File: src/rtl/core_decode_stage.sv
// core_decode_stage: registered RV32I/RV64I (+ optional M) decode stage.
// A combinational decoder feeds a main output register backed by one skid
// register, so fetch sees a ready that comes straight from a flop.
//
// Buffer occupancy:
//   state        | meaning
//   empty        | main and skid invalid, out_valid_o = 0, in_ready_o = 1
//   main         | main holds a beat, skid empty, in_ready_o = 1
//   main+skid    | both hold beats, in_ready_o = 0 until main drains
module core_decode_stage #(
  parameter int unsigned XLEN = 32,
  parameter bit          EN_M = 1'b0
) (
  input  logic            clk_i,
  input  logic            rst_i,
  input  logic            flush_i,
  input  logic            in_valid_i,
  output logic            in_ready_o,
  input  logic [31:0]     in_inst_i,
  input  logic [XLEN-1:0] in_pc_i,
  output logic            out_valid_o,
  input  logic            out_ready_i,
  output logic [XLEN-1:0] out_pc_o,
  output logic [5:0]      out_op_o,
  output logic [4:0]      out_rd_o,
  output logic [4:0]      out_rs1_o,
  output logic [4:0]      out_rs2_o,
  output logic [XLEN-1:0] out_imm_o,
  output logic            out_illegal_o
);

  localparam logic [5:0] OP_ILLEGAL = 6'd0;
  localparam logic [5:0] OP_LUI     = 6'd1;
  localparam logic [5:0] OP_AUIPC   = 6'd2;
  localparam logic [5:0] OP_JAL     = 6'd3;
  localparam logic [5:0] OP_JALR    = 6'd4;
  localparam logic [5:0] OP_BEQ     = 6'd5;
  localparam logic [5:0] OP_BNE     = 6'd6;
  localparam logic [5:0] OP_BLT     = 6'd7;
  localparam logic [5:0] OP_BGE     = 6'd8;
  localparam logic [5:0] OP_BLTU    = 6'd9;
  localparam logic [5:0] OP_BGEU    = 6'd10;
  localparam logic [5:0] OP_LB      = 6'd11;
  localparam logic [5:0] OP_LH      = 6'd12;
  localparam logic [5:0] OP_LW      = 6'd13;
  localparam logic [5:0] OP_LBU     = 6'd14;
  localparam logic [5:0] OP_LHU     = 6'd15;
  localparam logic [5:0] OP_SB      = 6'd16;
  localparam logic [5:0] OP_SH      = 6'd17;
  localparam logic [5:0] OP_SW      = 6'd18;
  localparam logic [5:0] OP_ADDI    = 6'd19;
  localparam logic [5:0] OP_SLTI    = 6'd20;
  localparam logic [5:0] OP_SLTIU   = 6'd21;
  localparam logic [5:0] OP_XORI    = 6'd22;
  localparam logic [5:0] OP_ORI     = 6'd23;
  localparam logic [5:0] OP_ANDI    = 6'd24;
  localparam logic [5:0] OP_SLLI    = 6'd25;
  localparam logic [5:0] OP_SRLI    = 6'd26;
  localparam logic [5:0] OP_SRAI    = 6'd27;
  localparam logic [5:0] OP_ADD     = 6'd28;
  localparam logic [5:0] OP_SUB     = 6'd29;
  localparam logic [5:0] OP_SLL     = 6'd30;
  localparam logic [5:0] OP_SLT     = 6'd31;
  localparam logic [5:0] OP_SLTU    = 6'd32;
  localparam logic [5:0] OP_XOR     = 6'd33;
  localparam logic [5:0] OP_SRL     = 6'd34;
  localparam logic [5:0] OP_SRA     = 6'd35;
  localparam logic [5:0] OP_OR      = 6'd36;
  localparam logic [5:0] OP_AND     = 6'd37;
  localparam logic [5:0] OP_MUL     = 6'd38;

  localparam logic [6:0] OPC_LUI    = 7'b0110111;
  localparam logic [6:0] OPC_AUIPC  = 7'b0010111;
  localparam logic [6:0] OPC_JAL    = 7'b1101111;
  localparam logic [6:0] OPC_JALR   = 7'b1100111;
  localparam logic [6:0] OPC_BRANCH = 7'b1100011;
  localparam logic [6:0] OPC_LOAD   = 7'b0000011;
  localparam logic [6:0] OPC_STORE  = 7'b0100011;
  localparam logic [6:0] OPC_OPIMM  = 7'b0010011;
  localparam logic [6:0] OPC_OP     = 7'b0110011;

  typedef struct packed {
    logic [XLEN-1:0] pc;
    logic [5:0]      op;
    logic [4:0]      rd;
    logic [4:0]      rs1;
    logic [4:0]      rs2;
    logic [XLEN-1:0] imm;
    logic            illegal;
  } entry_t;

  // All RV immediates are 32-bit quantities sign-extended from bit 31.
  function automatic logic [XLEN-1:0] sext32(input logic [31:0] v);
    return XLEN'({{32{v[31]}}, v});
  endfunction

  logic [6:0]  opcode;
  logic [2:0]  funct3;
  logic [6:0]  funct7;
  logic        shamt_hi_ok;
  logic [31:0] imm_i, imm_s, imm_b, imm_u, imm_j;

  assign opcode = in_inst_i[6:0];
  assign funct3 = in_inst_i[14:12];
  assign funct7 = in_inst_i[31:25];
  // inst[25] is shamt[5]; only meaningful on RV64.
  assign shamt_hi_ok = (XLEN == 64) || !in_inst_i[25];

  assign imm_i = {{20{in_inst_i[31]}}, in_inst_i[31:20]};
  assign imm_s = {{20{in_inst_i[31]}}, in_inst_i[31:25], in_inst_i[11:7]};
  assign imm_b = {{19{in_inst_i[31]}}, in_inst_i[31], in_inst_i[7],
                  in_inst_i[30:25], in_inst_i[11:8], 1'b0};
  assign imm_u = {in_inst_i[31:12], 12'b0};
  assign imm_j = {{11{in_inst_i[31]}}, in_inst_i[31], in_inst_i[19:12],
                  in_inst_i[20], in_inst_i[30:21], 1'b0};

  logic [5:0]  dec_op;
  logic        dec_illegal;
  logic        use_rd, use_rs1, use_rs2;
  logic [31:0] dec_imm32;
  entry_t      dec_entry;

  // Instruction decode: pick operation ID, used register fields and immediate.
  always_comb begin
    dec_op    = OP_ILLEGAL;
    use_rd    = 1'b0;
    use_rs1   = 1'b0;
    use_rs2   = 1'b0;
    dec_imm32 = '0;
    case (opcode)
      OPC_LUI: begin
        dec_op = OP_LUI;   use_rd = 1'b1; dec_imm32 = imm_u;
      end
      OPC_AUIPC: begin
        dec_op = OP_AUIPC; use_rd = 1'b1; dec_imm32 = imm_u;
      end
      OPC_JAL: begin
        dec_op = OP_JAL;   use_rd = 1'b1; dec_imm32 = imm_j;
      end
      OPC_JALR: begin
        use_rd = 1'b1; use_rs1 = 1'b1; dec_imm32 = imm_i;
        if (funct3 == 3'b000) dec_op = OP_JALR;
      end
      OPC_BRANCH: begin
        use_rs1 = 1'b1; use_rs2 = 1'b1; dec_imm32 = imm_b;
        case (funct3)
          3'b000:  dec_op = OP_BEQ;
          3'b001:  dec_op = OP_BNE;
          3'b100:  dec_op = OP_BLT;
          3'b101:  dec_op = OP_BGE;
          3'b110:  dec_op = OP_BLTU;
          3'b111:  dec_op = OP_BGEU;
          default: dec_op = OP_ILLEGAL;
        endcase
      end
      OPC_LOAD: begin
        use_rd = 1'b1; use_rs1 = 1'b1; dec_imm32 = imm_i;
        case (funct3)
          3'b000:  dec_op = OP_LB;
          3'b001:  dec_op = OP_LH;
          3'b010:  dec_op = OP_LW;
          3'b100:  dec_op = OP_LBU;
          3'b101:  dec_op = OP_LHU;
          default: dec_op = OP_ILLEGAL;
        endcase
      end
      OPC_STORE: begin
        use_rs1 = 1'b1; use_rs2 = 1'b1; dec_imm32 = imm_s;
        case (funct3)
          3'b000:  dec_op = OP_SB;
          3'b001:  dec_op = OP_SH;
          3'b010:  dec_op = OP_SW;
          default: dec_op = OP_ILLEGAL;
        endcase
      end
      OPC_OPIMM: begin
        use_rd = 1'b1; use_rs1 = 1'b1; dec_imm32 = imm_i;
        case (funct3)
          3'b000: dec_op = OP_ADDI;
          3'b010: dec_op = OP_SLTI;
          3'b011: dec_op = OP_SLTIU;
          3'b100: dec_op = OP_XORI;
          3'b110: dec_op = OP_ORI;
          3'b111: dec_op = OP_ANDI;
          3'b001: begin
            if (in_inst_i[31:26] == 6'b000000 && shamt_hi_ok) dec_op = OP_SLLI;
          end
          default: begin
            if (in_inst_i[31:26] == 6'b000000 && shamt_hi_ok)      dec_op = OP_SRLI;
            else if (in_inst_i[31:26] == 6'b010000 && shamt_hi_ok) dec_op = OP_SRAI;
          end
        endcase
      end
      OPC_OP: begin
        use_rd = 1'b1; use_rs1 = 1'b1; use_rs2 = 1'b1;
        case (funct7)
          7'b0000000: begin
            case (funct3)
              3'b000:  dec_op = OP_ADD;
              3'b001:  dec_op = OP_SLL;
              3'b010:  dec_op = OP_SLT;
              3'b011:  dec_op = OP_SLTU;
              3'b100:  dec_op = OP_XOR;
              3'b101:  dec_op = OP_SRL;
              3'b110:  dec_op = OP_OR;
              default: dec_op = OP_AND;
            endcase
          end
          7'b0100000: begin
            if (funct3 == 3'b000)      dec_op = OP_SUB;
            else if (funct3 == 3'b101) dec_op = OP_SRA;
          end
          7'b0000001: begin
            if (EN_M) dec_op = OP_MUL + {3'b000, funct3};
          end
          default: dec_op = OP_ILLEGAL;
        endcase
      end
      default: dec_op = OP_ILLEGAL;
    endcase
    dec_illegal = (dec_op == OP_ILLEGAL);
  end

  // Pack the decoded beat; illegal beats carry only the PC and the flag.
  always_comb begin
    dec_entry         = '0;
    dec_entry.pc      = in_pc_i;
    dec_entry.op      = dec_op;
    dec_entry.illegal = dec_illegal;
    if (!dec_illegal) begin
      dec_entry.rd  = use_rd  ? in_inst_i[11:7]  : 5'd0;
      dec_entry.rs1 = use_rs1 ? in_inst_i[19:15] : 5'd0;
      dec_entry.rs2 = use_rs2 ? in_inst_i[24:20] : 5'd0;
      dec_entry.imm = sext32(dec_imm32);
    end
  end

  entry_t main_q, main_d;
  entry_t skid_q, skid_d;
  logic   main_valid_q, main_valid_d;
  logic   skid_valid_q, skid_valid_d;
  logic   in_ready_q;
  logic   accept;

  assign accept = in_valid_i && in_ready_q;

  // Buffer control: flush wins, then skid drain, then accept into main or skid.
  always_comb begin
    main_d       = main_q;
    skid_d       = skid_q;
    main_valid_d = main_valid_q;
    skid_valid_d = skid_valid_q;
    if (flush_i) begin
      main_valid_d = 1'b0;
      skid_valid_d = 1'b0;
    end else if (skid_valid_q) begin
      // Skid full implies main full and ready low, so no accept here.
      if (out_ready_i) begin
        main_d       = skid_q;
        skid_valid_d = 1'b0;
      end
    end else if (accept) begin
      if (!main_valid_q || out_ready_i) begin
        main_d       = dec_entry;
        main_valid_d = 1'b1;
      end else begin
        skid_d       = dec_entry;
        skid_valid_d = 1'b1;
      end
    end else if (out_ready_i) begin
      main_valid_d = 1'b0;
    end
  end

  // State registers; ready is kept in its own flop so fetch sees no logic.
  always_ff @(posedge clk_i or posedge rst_i) begin
    if (rst_i) begin
      main_q       <= '0;
      skid_q       <= '0;
      main_valid_q <= 1'b0;
      skid_valid_q <= 1'b0;
      in_ready_q   <= 1'b1;
    end else begin
      main_q       <= main_d;
      skid_q       <= skid_d;
      main_valid_q <= main_valid_d;
      skid_valid_q <= skid_valid_d;
      in_ready_q   <= !skid_valid_d;
    end
  end

  assign in_ready_o    = in_ready_q;
  assign out_valid_o   = main_valid_q;
  assign out_pc_o      = main_q.pc;
  assign out_op_o      = main_q.op;
  assign out_rd_o      = main_q.rd;
  assign out_rs1_o     = main_q.rs1;
  assign out_rs2_o     = main_q.rs2;
  assign out_imm_o     = main_q.imm;
  assign out_illegal_o = main_q.illegal;

endmodule

File: config.mk
export PLATFORM = sky130hd
export DESIGN_NAME = core_decode_stage
export DESIGN_NICKNAME = d
export VERILOG_FILES = /design/src/rtl/core_decode_stage.sv
export SDC_FILE = /design/constraint.sdc
export NUM_CORES = 1
export LEC_CHECK = 0
export BUFFER_PORTS_ARGS = -buffer_cell sky130_fd_sc_hd__buf_2
export CAP_MARGIN = 20
export CORE_MARGIN = 5
export CORE_UTILIZATION = 30
export CTS_BUF_LIST = sky130_fd_sc_hd__clkbuf_4 sky130_fd_sc_hd__clkbuf_8
export DETAILED_ROUTE_END_ITERATION = 6
export PLACE_DENSITY = 0.48
export SYNTH_ARGS = -nofsm -noshare
export SYNTH_HDL_FRONTEND = slang
export SYNTH_SLANG_ARGS = --single-unit
File: constraint.sdc
create_clock -name clk_i -period 10.4 [get_ports clk_i]
set_clock_uncertainty 0.15 [all_clocks]
set_input_delay 2.08 -clock clk_i [delete_from_list [all_inputs] [get_ports clk_i]]
set_output_delay 2.08 -clock clk_i [all_outputs]
set_load 0.02 [all_outputs]
Word level (Yosys, flattened, before mapping). Cells that the tools add are included.

Bits in registers: 175. Output and inout port bits: 88. Logic and storage cells: 98.

Equality and inequality tests: 21. Muxes and demuxes: 35. Bitwise operators: 3. Reduce and logical (&&, ||, !) cells: 22.

Operator list (count): $mux W86 (4); $pmux W32 S5 (1); $pmux W6 S9 (1); $mux W47 (1); $pmux W6 S7 (1); $pmux W5 S7 (1); $mux W5 (6); $eq A7 B6 Y1 const B (4); $pmux W4 S6 (1); $eq A7 B7 Y1 const B (3); $pmux W4 S5 (1); $pmux W5 S3 (1); $eq A7 B5 Y1 const B (2); $mux W1 (13); $eq A3 B3 Y1 const B (4); $logic_not A6 Y1 (2); $mux W6 (2); $pmux W6 S2 (1); $reduce_and A4 Y1 (2); $eq A7 B2 Y1 const B (1); $logic_not A7 Y1 (1); $reduce_or A7 Y1 (1); $eq A3 B2 Y1 const B (2); $eq A6 B5 Y1 const B (1); other kinds (15) (24).

Depth between registers and ports, before layout. Gate-level depths: netlist of the first run.

Depth after elaboration: 11. Depth in mapped cells: 11.

Worst setup path after synthesis of the first run. Ideal clock, no wire load.

Path type: input to register. From: in in_inst_i[25]. To: reg main_q (netlist bit out_imm_o[21]). Library setup time: 0.096 ns. Arrival time: 4.337 ns. Data required time: 10.154 ns. Path slack: 5.817 ns. Cell stages on the path: 9. Path buffers: 2. Cells stage by stage: or4_4 -> or3_4 -> or4_4 -> o311a_1 -> nand4bb_4 -> nor3_2 -> buf_6 -> buf_6 -> o31ai_1.

Longest elaborated chain between the ends: 11.

RTL lines: start: declaration (RTL line 19) `input logic [31:0] in_inst_i,`; $logic_not A1 Y1 (RTL line 107) `assign shamt_hi_ok = (XLEN == 64) || !in_inst_i[25];`; $logic_and A1 B1 Y1 (RTL line 190) `else if (in_inst_i[31:26] == 6'b010000 && shamt_hi_ok) dec_op = OP_SRAI;`; $mux W5 (RTL line 190); $mux W5 (RTL line 189) `if (in_inst_i[31:26] == 6'b000000 && shamt_hi_ok) dec_op = OP_SRLI;`; $pmux W5 S7 (RTL line 178) `case (funct3)`; $pmux W6 S9 * (RTL line 130) `case (opcode)`; $logic_not A6 Y1 * (RTL line 221) `dec_illegal = (dec_op == OP_ILLEGAL);`; $mux W47 * (RTL line 230) `if (!dec_illegal) begin`; $mux W86 * (RTL line 263) `if (!main_valid_q || out_ready_i) begin`; $mux W86 * (RTL line 262) `end else if (accept) begin`; $mux W86 * (RTL line 256) `end else if (skid_valid_q) begin`; end signal: assignment (RTL line 284) `main_q <= main_d;`; end: declaration (RTL line 238) `entry_t main_q, main_d;`.

Every way passes the cells marked *; elsewhere a longest branch is shown, timed or not. The select of a mux whose other input is x is not followed. A chain may end at the register's enable or synchronous reset.

Worst setup path in the final report of the first run.
From: in in_inst_i[25]. To: reg main_q (netlist bit out_imm_o[31]).

The elaborated chain is that of the path after synthesis.

==> qor.csv, run 1 <==
stage,metric,value,unit
grt,grt total ovfl,0,
yosys,synthesized area,8340,µm²
yosys,register area share after synthesis,0.525,
cts,TritonCTS clock tree,yes,
sta,Tmin final,4.98,ns
floorplanning,Die Wd,177,µm
drt,vias per cell,4.90,
critical_path,cells on worst reg2reg path,6,
sta,fmax,0.201,GHz
yosys,"flops & latches, synth",175,
sta,Final Hold Fails,0,
place,dpl hpwl,16.6,mm
yosys,Synth Area in Adders,0,
critical_path,Worst Setup Start Kind,primary input,
grt,initial antenna violation count,0,
yosys,Synth Area per Inst,9.18,µm²
critical_path,critical path cell sequence,"buf_2, or4_4, nor3_1, a31oi_1, or4b_2, nand3_2, nor3_4, buf_4, o31ai_1",
critical_path,Bufs and invs on worst path,2,
sta,Final WS setup,5.42,ns
critical_path,CP endpoint kind,flop,
cells_and_area,Diodes inserted,0,
yosys,"EDFF count, synth",0,
yosys,Synth warnings,0,
cts,H-Tree Depth,4,
sta,worst-margin pin slew,1.08,ns
drt,vias post-DR,6896,
sta,final setup TNS,0,ns
yosys,dominant synthesized flop cell,dfrtp_1,
worst_hold_path,Hold Startpoint,skid_q[14],
power_and_ir_drop,Cell Pwr Density,149,nW/µm²
critical_path,critical path class,primary input to flop,
floorplanning,Die H,177,µm
yosys,post-synthesis mux area share,0.0434,
cells_and_area,synthesis-to-finish area growth,17.0,%
yosys,Mapped Nets,977,
sta,RSZ-0062 raised after global routing,no,
floorplanning,Site Rows,61,
power_and_ir_drop,leakage,4.67,nW
place,Post-Place Worst Slack,5.02,ns
cells_and_area,Filler cells,2909,
floorplanning,starting density of the core,0.302,
cells_and_area,most frequent cells in the layout,"210 x nand2_1, 173 x dfrtp_1, 157 x buf_2",
status,status,"complete, no violations",
sta,fin crit share,0.478,
floorplanning,die outline area,31200,µm²
grt,GRT Util Overall,0.161,
cts,hold_buf cts,0,
drt,Routed WL,25.5,mm
cts,TritonCTS buffer count,17,
critical_path,data arrival time of the worst path,5.17,ns
yosys,Synth Area in Compound Gates,0.182,
floorplanning,IO Pins,157,
grt,global-route wire length before repair,39.9,mm
sta,Final Max Tran Viols,0,
worst_hold_path,worst hold stages,2,
yosys,Synth Instances,908,
drt,Final ANT Viol Nets,0,
cells_and_area,final core utilization,0.353,
cts,Post-CTS Setup Inserts,0,
cts,CTS root buf,clkbuf_8,
critical_path,CP top delay family,simple AND/OR/NAND/NOR gates,
critical_path,Worst path slowest cell,or4b_2,
flow_run,max-cap viol count,0,
place,I/O Buffers,156,
yosys,synth unique cells,58,
yosys,Post-Synth Simple-Gate Area,0.204,
grt,largest net degree at the start of global routing,83,
place,RePlAce Congestion,0.827,
cts,Worst-Skew Late Latency,0.46,ns
critical_path,Stages on worst setup path,9,
cells_and_area,# nets final,1084,
drt,DRT iter0 DRCs,455,
critical_path,Max stage delay on crit path,0.65,ns
yosys,Synth Area in XOR/XNOR,0.00315,
cts,"CTS clk-pin slew, worst paths",0.09,ns
cells_and_area,layout cells sized above 1,0.216,
sta,worst rel slew slack,0.277,
critical_path,CP max FO,82,
critical_path,terminus of the critical flop-to-flop path,out_imm_o[7],
worst_hold_path,worst hold path class,flop to flop,
critical_path,R2R Setup Slk,6.58,ns
worst_hold_path,hold endpoint,skid_q[14],
drt,First-pass DRT Iterations,5,
sta,Setup Viol. Count Final,0,
power_and_ir_drop,maximum VDD drop,0.0740,mV
critical_path,worst flop-to-flop path startpoint,skid_valid_q,
cts,Num Clock Sinks,175,
drt,DR WL/cell,18.1,µm
yosys,Post-synth ARST share,1.00,
critical_path,worst path required time,10.59,ns
cts,post-CTS sizing,0,
cells_and_area,"most common cell after layout, fill and taps aside",nand2_1,
cts,Max Buffers Root-to-Sink,2,
yosys,combinational family with the most area after synthesis,simple AND/OR/NAND/NOR gates,
floorplanning,Core Region,27600,µm²
drt,DRC,0,
grt,vias in the first global route,6815,
metal layers:
| metal | routed length, µm | GRT usage |
|---|---|---|
| met5 | 0 | 0 |
| met1 | 12100 | 0.230 |
| met2 | 12000 | 0.257 |
| met4 | 341 | 0.0397 |
| met3 | 1020 | 0.0267 |
how the worst max path moves through the flow:
stage	from	end
after CTS	in_inst_i[25]	out_imm_o[31]
after global placement	in_inst_i[3]	out_illegal_o
final	in_inst_i[25]	out_imm_o[31]
after floorplan	rst_i	out_illegal_o
after global routing	in_inst_i[13]	out_rs2_o[1]
after detailed placement	in_inst_i[13]	out_imm_o[7]
cell usage after synthesis, drive strengths merged, types with 2 or more instances:
library cell / count / share of area
nand2: 210 / 0.095
dfrtp: 174 / 0.52
o21ai: 93 / 0.056
a21oi: 79 / 0.047
clkbuf: 67 / 0.030
o31ai: 52 / 0.052
and3: 50 / 0.038
mux2i: 35 / 0.042
nand3: 35 / 0.022
nor2: 21 / 0.0095
buf: 11 / 0.0095
nand2b: 6 / 0.0045
nor2b: 6 / 0.0045
a22oi: 5 / 0.0045
and2: 5 / 0.0038
inv: 5 / 0.0023
nand4b: 5 / 0.0053
nor3: 5 / 0.0036
nor4: 3 / 0.0023
or3: 3 / 0.0029
a211o: 2 / 0.0021
a31oi: 2 / 0.0015
nand4bb: 2 / 0.0047
o21a: 2 / 0.0018
o32ai: 2 / 0.0021
or4: 2 / 0.0027
xnor2: 2 / 0.0021
power breakdown:
part	leakage, nW	switching (W)	internal [W]	total, W
logic	2.14	0.000145	0.0000649	0.000210
clock network	0.189	0.000276	0.000201	0.000477
registers	2.34	0.0000323	0.000738	0.000770
total	4.67	0.000453	0.00100	0.00146
logic make-up (layout without fill, tap and decap cells):
family,Yosys count,in the layout
buffers and inverters,83,203
XOR/XNOR,3,3
multiplexers,36,36
AND/OR/NAND/NOR,360,360
flip-flops,175,175
AO/OA/AOI/OAI,251,251
metrics by stage:
step / cells / total power (W) / hold WS, ns / area (µm²)
floorplan: 908 / 0.000913 / 0.290 / 8340
global placement: 1373 / 0.000995 / 0.301 / 9370
detailed placement: 1374 / 0.000998 / 0.307 / 9370
CTS: 1406 / 0.00149 / 0.329 / 9760
global route: 1406 / 0.00154 / 0.347 / 9760
finish: 1406 / 0.00146 / 0.324 / 9760
worst reg2reg max path, delay by kind of cell, from the launching register on:
kind                   cells  cell delay (ns)
flip-flops                 1             0.79
AND/OR/NAND/NOR            3             1.70
buffers and inverters      1             0.75
AO/OA/AOI/OAI              2             0.38
final cells by class:
type / count / area (µm²) / area share
Inverter: 5 / 23.8 / 0.00244
Sequential cell: 175 / 4380 / 0.449
Clock inverter: 14 / 145 / 0.0149
Multi-Input combinational cell: 650 / 3640 / 0.373
Tap cell: 378 / 473 / 0.0485
Timing Repair Buffer: 166 / 853 / 0.0874
Clock buffer: 18 / 241 / 0.0247
flip-flops by register name, summed over array words and instances, names as in the netlist:
signal,flops
skid_q,86
out_imm_o,32
out_pc_o,32
out_op_o,6
out_rd_o,5
out_rs1_o,5
out_rs2_o,5
in_ready_o,1
out_illegal_o,1
out_valid_o,1
skid_valid_q,1
Note: power is estimated with default switching activity, not from simulation.
==> run 2, diff against run 1 <==
--- a/config.mk
+++ b/config.mk
@@ -5,6 +5,7 @@
 export SDC_FILE = /design/constraint.sdc
 export NUM_CORES = 1
 export LEC_CHECK = 0
+export ABC_AREA = 1
 export BUFFER_PORTS_ARGS = -buffer_cell sky130_fd_sc_hd__buf_2
 export CAP_MARGIN = 20
 export CORE_MARGIN = 5
==> constraint.sdc (replaced) <==
create_clock -name clk_i -period 4.7 [get_ports clk_i]
set_clock_uncertainty 0.15 [all_clocks]
set_input_delay 0.94 -clock clk_i [delete_from_list [all_inputs] [get_ports clk_i]]
set_output_delay 0.94 -clock clk_i [all_outputs]
set_load 0.02 [all_outputs]
==> qor.csv, run 2 <==
stage,metric,value,unit
drt,DRC,0,
critical_path,Worst Setup Start Kind,primary input,
place,dpl hpwl,17.3,mm
floorplanning,starting density of the core,0.306,
floorplanning,Site Rows,61,
floorplanning,Die Wd,179,µm
cells_and_area,most frequent cells in the layout,"531 x nand2_1, 185 x nor2_1, 174 x dfrtp_1",
critical_path,critical path cell sequence,"buf_2, nand2_2, nor2_2, nand3_1, nand3_1, nand3_1, nor2_1, nand3_2, buf_4, nand2_1, nand2_1, nand2_1, nand2_1",
drt,Routed WL,25.6,mm
sta,worst-margin pin slew,1.08,ns
flow_run,max-cap viol count,0,
drt,First-pass DRT Iterations,5,
sta,Tmin final,3.09,ns
yosys,top cell type's share of synthesized area,0.509,
cells_and_area,Final Non-Filler Cells,1701,
yosys,Mapped Nets,1258,
place,Placed Cells,1670,
grt,grt total ovfl,0,
floorplanning,Die H,179,µm
cells_and_area,Largest register FFs,86,
floorplanning,die outline area,32000,µm²
power_and_ir_drop,sw frac,0.321,
cts,Post-CTS Setup Inserts,0,
cts,Num Clock Sinks,175,
yosys,"EDFF count, synth",0,
yosys,largest area contributor in the synthesized netlist,dfrtp_1,
power_and_ir_drop,total power,0.00372,W
yosys,dominant synthesized flop cell,dfrtp_1,
cells_and_area,Reg with most FFs,skid_q,
yosys,Synth area leaders,"dfrtp_1 51%, nand2_1 23%, nor2_1 8.2%, o21ai_0 3.9%, a31oi_1 2.3%",
critical_path,Stages on worst setup path,13,
critical_path,CP endpoint kind,flop,
drt,DRT iter0 DRCs,645,
place,RePlAce Congestion,0.836,
yosys,Synth warnings,0,
drt,Final ANT Viol Nets,0,
sta,Final WS setup,1.61,ns
grt,global-route wire length before repair,40.9,mm
yosys,synthesized area,8550,µm²
critical_path,CP top delay family,simple AND/OR/NAND/NOR gates,
worst_hold_path,worst hold stages,2,
grt,GRT Util Overall,0.161,
yosys,Synth Instances,1189,
critical_path,Worst path slowest cell,nand3_2,
cts,TritonCTS clock tree,yes,
critical_path,worst path required time,4.89,ns
grt,initial antenna violation count,0,
yosys,Post-synth ARST share,1.00,
cts,"CTS clk-pin slew, worst paths",0.10,ns
cts,H-Tree Depth,4,
critical_path,data arrival time of the worst path,3.28,ns
power_and_ir_drop,Flop pwr share,0.486,
drt,vias post-DR,7732,
cts,TritonCTS buffer count,17,
power_and_ir_drop,Clk pwr share,0.326,
sta,final setup TNS,0,ns
drt,DR WL/cell,15.1,µm
drt,vias per cell,4.55,
sta,RSZ-0062 raised after global routing,no,
place,I/O Buffers,156,
yosys,register area share after synthesis,0.512,
cells_and_area,synthesis-to-finish area growth,18.2,%
grt,vias in the first global route,7339,
critical_path,Bufs and invs on worst path,2,
status,status,"complete, no violations",
cells_and_area,# nets final,1380,
power_and_ir_drop,P_sw,0.00119,W
sta,Setup Viol. Count Final,0,
place,Post-Place Worst Slack,1.15,ns
yosys,"count leader, synth",nand2_1,
critical_path,Crit path top cell by count,nand2_1,
sta,worst rel slew slack,0.281,
grt,largest net degree at the start of global routing,135,
cts,post-CTS sizing,0,
yosys,"top cells by count, synth","531 x nand2_1, 187 x nor2_1, 174 x dfrtp_1",
cts,CTS root buf,clkbuf_8,
yosys,Synth Area per Inst,7.19,µm²
cells_and_area,Diodes inserted,0,
critical_path,cells on worst reg2reg path,9,
cts,hold_buf cts,0,
yosys,synth unique cells,30,
sta,fmax,0.324,GHz
cells_and_area,final core utilization,0.362,
cells_and_area,"most common cell after layout, fill and taps aside",nand2_1,
power_and_ir_drop,Int Pwr,0.00253,W
yosys,"flops & latches, synth",175,
critical_path,Max stage delay on crit path,0.45,ns
cells_and_area,layout cells sized above 1,0.177,
worst_hold_path,worst hold path class,flop to flop,
power_and_ir_drop,logic gate share of total power,0.188,
power_and_ir_drop,leakage,5.68,nW
sta,fin crit share,0.657,
cts,Max Buffers Root-to-Sink,2,
floorplanning,Core Region,27900,µm²
power_and_ir_drop,Cell Pwr Density,368,nW/µm²
critical_path,CP max FO,27,
power_and_ir_drop,maximum VDD drop,0.146,mV
cts,Worst-Skew Late Latency,0.45,ns
sta,Final Max Tran Viols,0,
sta,Final Hold Fails,0,
critical_path,critical path class,primary input to flop,
floorplanning,IO Pins,157,
[run 2: cell types whose count changed in the layout (fill, tap and decap cells not counted), sizes merged, moves of 6 or more]
cell / previous run / this run
nand2: 210 / 541
mux2i: 35 / 0
o31ai: 52 / 0
nand3: 35 / 25
nor2b: 6 / 0
o21ai: 93 / 79
a31oi: 2 / 32
and3: 50 / 0
nand2b: 6 / 0
inv: 14 / 53
nor2: 21 / 193
a21oi: 79 / 16
[run 2: path summary, 6_finish.rpt]
path	end	slack (ns)	startpoint
max	out_imm_o[12]	1.61	in_inst_i[14]
min	skid_q[76]	0.33	skid_q[76]
max reg2reg	out_illegal_o	1.67	skid_valid_q
min reg2reg	skid_q[76]	0.33	skid_q[76]
max in group asynchronous	out_op_o[0]	3.28	rst_i
min in group asynchronous	out_pc_o[15]	0.52	rst_i
[run 2: final cells by class]
| cell class | count | area [µm²] |
|---|---|---|
| clock buffer | 18 | 241 |
| clock inverter | 13 | 201 |
| fill | 3069 | 17800 |
| inverter | 50 | 198 |
| multi-input combinational | 899 | 3720 |
| sequential | 175 | 4380 |
| tap | 378 | 473 |
| timing repair buffer | 168 | 896 |
[run 2: cell families (layout without fill, tap and decap cells)]
logic type             Yosys count  in the layout  synth area share
AND/OR/NAND/NOR                764            764             0.348
AO/OA/AOI/OAI                  135            135            0.0856
buffers and inverters          115            249            0.0546
flip-flops                     175            175             0.512
[run 2: metrics by stage]
step / hold slack [ns] / cell area (µm²)
final: 0.329 / 10100
after global routing: 0.353 / 10100
after CTS: 0.333 / 10100
after detailed placement: 0.308 / 9670
after global placement: 0.304 / 9670
after floorplan: 0.292 / 8550
[run 2: routing by layer]
layer  routed length, µm  global-route usage
met5                   0                   0
met4                 229              0.0339
met3                1020              0.0270
met2               12000               0.255
met1               12400               0.232
[run 2: worst reg2reg max path, stage by stage (launching register included)]
cell     delay, ns
dfrtp_1       0.88
buf_4         0.45
nor2_1        0.09
inv_1         0.11
nand2_1       0.10
nor2_4        0.10
buf_4         0.59
o21ai_0       0.23
a21o_1        0.22
nand2_1       0.06
[run 2: power by group through the flow]
stage / clock (W) / sequential, W / combinational, W
floorplan: 0 / 0.00195 / 0.000329
global placement: 0 / 0.00183 / 0.000714
detailed placement: 0 / 0.00184 / 0.000716
CTS: 0.00126 / 0.00181 / 0.000718
global route: 0.00132 / 0.00183 / 0.000790
finish: 0.00121 / 0.00181 / 0.000700
==> run 3, diff against run 2 <==
--- a/config.mk
+++ b/config.mk
@@ -12,7 +12,7 @@
 export CORE_UTILIZATION = 30
 export CTS_BUF_LIST = sky130_fd_sc_hd__clkbuf_4 sky130_fd_sc_hd__clkbuf_8
 export DETAILED_ROUTE_END_ITERATION = 6
-export PLACE_DENSITY = 0.48
+export PLACE_DENSITY = 0.5
 export SYNTH_ARGS = -nofsm -noshare
 export SYNTH_HDL_FRONTEND = slang
 export SYNTH_SLANG_ARGS = --single-unit
==> constraint.sdc (replaced) <==
create_clock -name clk_i -period 2.8 [get_ports clk_i]
set_clock_uncertainty 0.15 [all_clocks]
set_input_delay 0.56 -clock clk_i [delete_from_list [all_inputs] [get_ports clk_i]]
set_output_delay 0.56 -clock clk_i [all_outputs]
set_load 0.02 [all_outputs]
==> qor.csv, run 3 (synthesized netlist as in run 2, its figures left out) <==
stage,metric,value,unit
place,dpl hpwl,16.9,mm
sta,worst-margin pin slew,0.711,ns
critical_path,Max stage delay on crit path,0.22,ns
cts,hold_buf cts,0,
grt,global-route wire length before repair,40.9,mm
sta,Setup Viol. Count Final,0,
critical_path,Worst path slowest cell,buf_2,
drt,DR WL/cell,14.8,µm
floorplanning,starting density of the core,0.306,
cts,TritonCTS clock tree,yes,
cts,TritonCTS buffer count,17,
critical_path,cells on worst reg2reg path,8,
drt,vias per cell,4.57,
floorplanning,Core Region,27900,µm²
critical_path,critical path class,primary input to flop,
cells_and_area,Filler cells,3037,
drt,First-pass DRT Iterations,6,
cells_and_area,synthesis-to-finish area growth,19.0,%
sta,fin crit share,0.782,
grt,GRT Util Overall,0.161,
cts,Worst-Skew Late Latency,0.45,ns
cts,"CTS clk-pin slew, worst paths",0.10,ns
sta,fmax,0.457,GHz
sta,Tmin final,2.19,ns
critical_path,R2R Setup Slk,0.82,ns
drt,DRC,0,
power_and_ir_drop,Clk pwr share,0.296,
cts,Max Buffers Root-to-Sink,2,
critical_path,CP endpoint kind,flop,
place,Post-DP Area,9780,µm²
sta,final setup TNS,0,ns
flow_run,max-cap viol count,0,
cells_and_area,Diodes inserted,0,
power_and_ir_drop,P_sw,0.00207,W
sta,WHS,0.0545,ns
sta,Final Hold Fails,0,
cts,Post-CTS Setup Inserts,0,
place,RePlAce Congestion,0.840,
floorplanning,Die Wd,179,µm
critical_path,data arrival time of the worst path,2.39,ns
place,Post-Place Worst Slack,0.151,ns
floorplanning,Site Rows,61,
power_and_ir_drop,logic gate share of total power,0.200,
critical_path,worst path required time,3.00,ns
cells_and_area,most frequent cells in the layout,"531 x nand2_1, 185 x nor2_1, 174 x dfrtp_1",
cells_and_area,Largest register FFs,86,
power_and_ir_drop,sw frac,0.345,
critical_path,Worst Setup SP,in_inst_i[14],
power_and_ir_drop,leakage,5.71,nW
critical_path,Bufs and invs on worst path,2,
drt,Final ANT Viol Nets,0,
grt,grt total ovfl,0,
sta,worst rel slew slack,0.526,
sta,Final WS setup,0.611,ns
cells_and_area,# nets final,1383,
grt,vias in the first global route,7524,
cts,CTS root buf,clkbuf_8,
critical_path,Crit path top cell by count,nand2_1,
power_and_ir_drop,maximum VDD drop,0.281,mV
cts,Num Clock Sinks,175,
drt,DRT iter0 DRCs,553,
floorplanning,IO Pins,157,
cells_and_area,layout cells sized above 1,0.179,
power_and_ir_drop,Int Pwr,0.00393,W
floorplanning,Die H,179,µm
power_and_ir_drop,Flop pwr share,0.505,
critical_path,worst flop-to-flop path startpoint,in_ready_o,
critical_path,CP max FO,31,
grt,largest net degree at the start of global routing,120,
worst_hold_path,worst hold path class,primary input to async pin,
cts,post-CTS sizing,0,
critical_path,CP top delay family,simple AND/OR/NAND/NOR gates,
grt,initial antenna violation count,0,
critical_path,Worst Setup Start Kind,primary input,
place,I/O Buffers,156,
drt,Routed WL,25.2,mm
sta,Final Max Tran Viols,0,
sta,RSZ-0062 raised after global routing,no,
cells_and_area,Reg with most FFs,skid_q,
critical_path,terminus of the critical flop-to-flop path,skid_q[36],
cells_and_area,Post-Layout Inst Area,10200,µm²
power_and_ir_drop,Cell Pwr Density,590,nW/µm²
cells_and_area,"most common cell after layout, fill and taps aside",nand2_1,
drt,vias post-DR,7794,
critical_path,critical path cell sequence,"buf_2, nand2_2, nor2_2, nand3_1, nand3_1, nand3_1, nor2_1, nand3_2, buf_12, nand2_1, nand2_1, nand2_1, nand2_1",
cts,H-Tree Depth,4,
floorplanning,die outline area,32000,µm²
status,status,"complete, no violations",
==> run 3: stage by stage <==
stage | power (W) | instances | utilization
2_1_floorplan | 0.00383 | 1189 | -
3_3_place_gp | 0.00430 | 1673 | 0.350
3_5_place_dp | 0.00431 | 1673 | 0.350
4_1_cts | 0.00612 | 1705 | 0.364
5_1_grt | 0.00640 | 1705 | 0.364
6_report | 0.00600 | 1705 | 0.364
==> run 3: routing by layer <==
layer,routed length [µm],part of all wire,track usage
met1,12000,0.48,0.227
met2,11700,0.47,0.254
met4,227,0.0090,0.0358
met5,0,0,0
met3,1210,0.048,0.0331
==> run 3: how the worst max path moves through the flow <==
stage / cells after the start / endpoint / slack [ns]
final: 13 / out_imm_o[9] / 0.61
after global routing: 13 / out_imm_o[9] / 0.44
after CTS: 13 / out_imm_o[9] / 0.67
after detailed placement: 13 / out_imm_o[9] / 0.15
after global placement: 13 / out_imm_o[9] / 0.10
after floorplan: 1 / out_illegal_o / -0.15
==> run 3: power groups by stage <==
stage	Clock, W	Combinational [W]	Sequential, W
floorplan	0	0.000552	0.00328
global placement	0	0.00122	0.00307
detailed placement	0	0.00122	0.00308
CTS	0.00186	0.00123	0.00303
global route	0.00196	0.00136	0.00307
finish	0.00177	0.00120	0.00303
==> run 3: layout make-up <==
type / instances / area [µm²] / share of cell area
Clock buffer: 17 / 234 / 0.0230
Clock inverter: 15 / 165 / 0.0162
Inverter: 50 / 198 / 0.0194
Multi-Input combinational cell: 899 / 3720 / 0.365
Sequential cell: 175 / 4380 / 0.431
Tap cell: 378 / 473 / 0.0465
Timing Repair Buffer: 171 / 1010 / 0.0989
==> run 3: worst register-to-register path, delay by kind of cell, from the launching register on <==
family          cells  cell delay, ns
simple gates        4            0.60
compound gates      1            0.09
buf+inv             3            0.45
flops               1            0.56
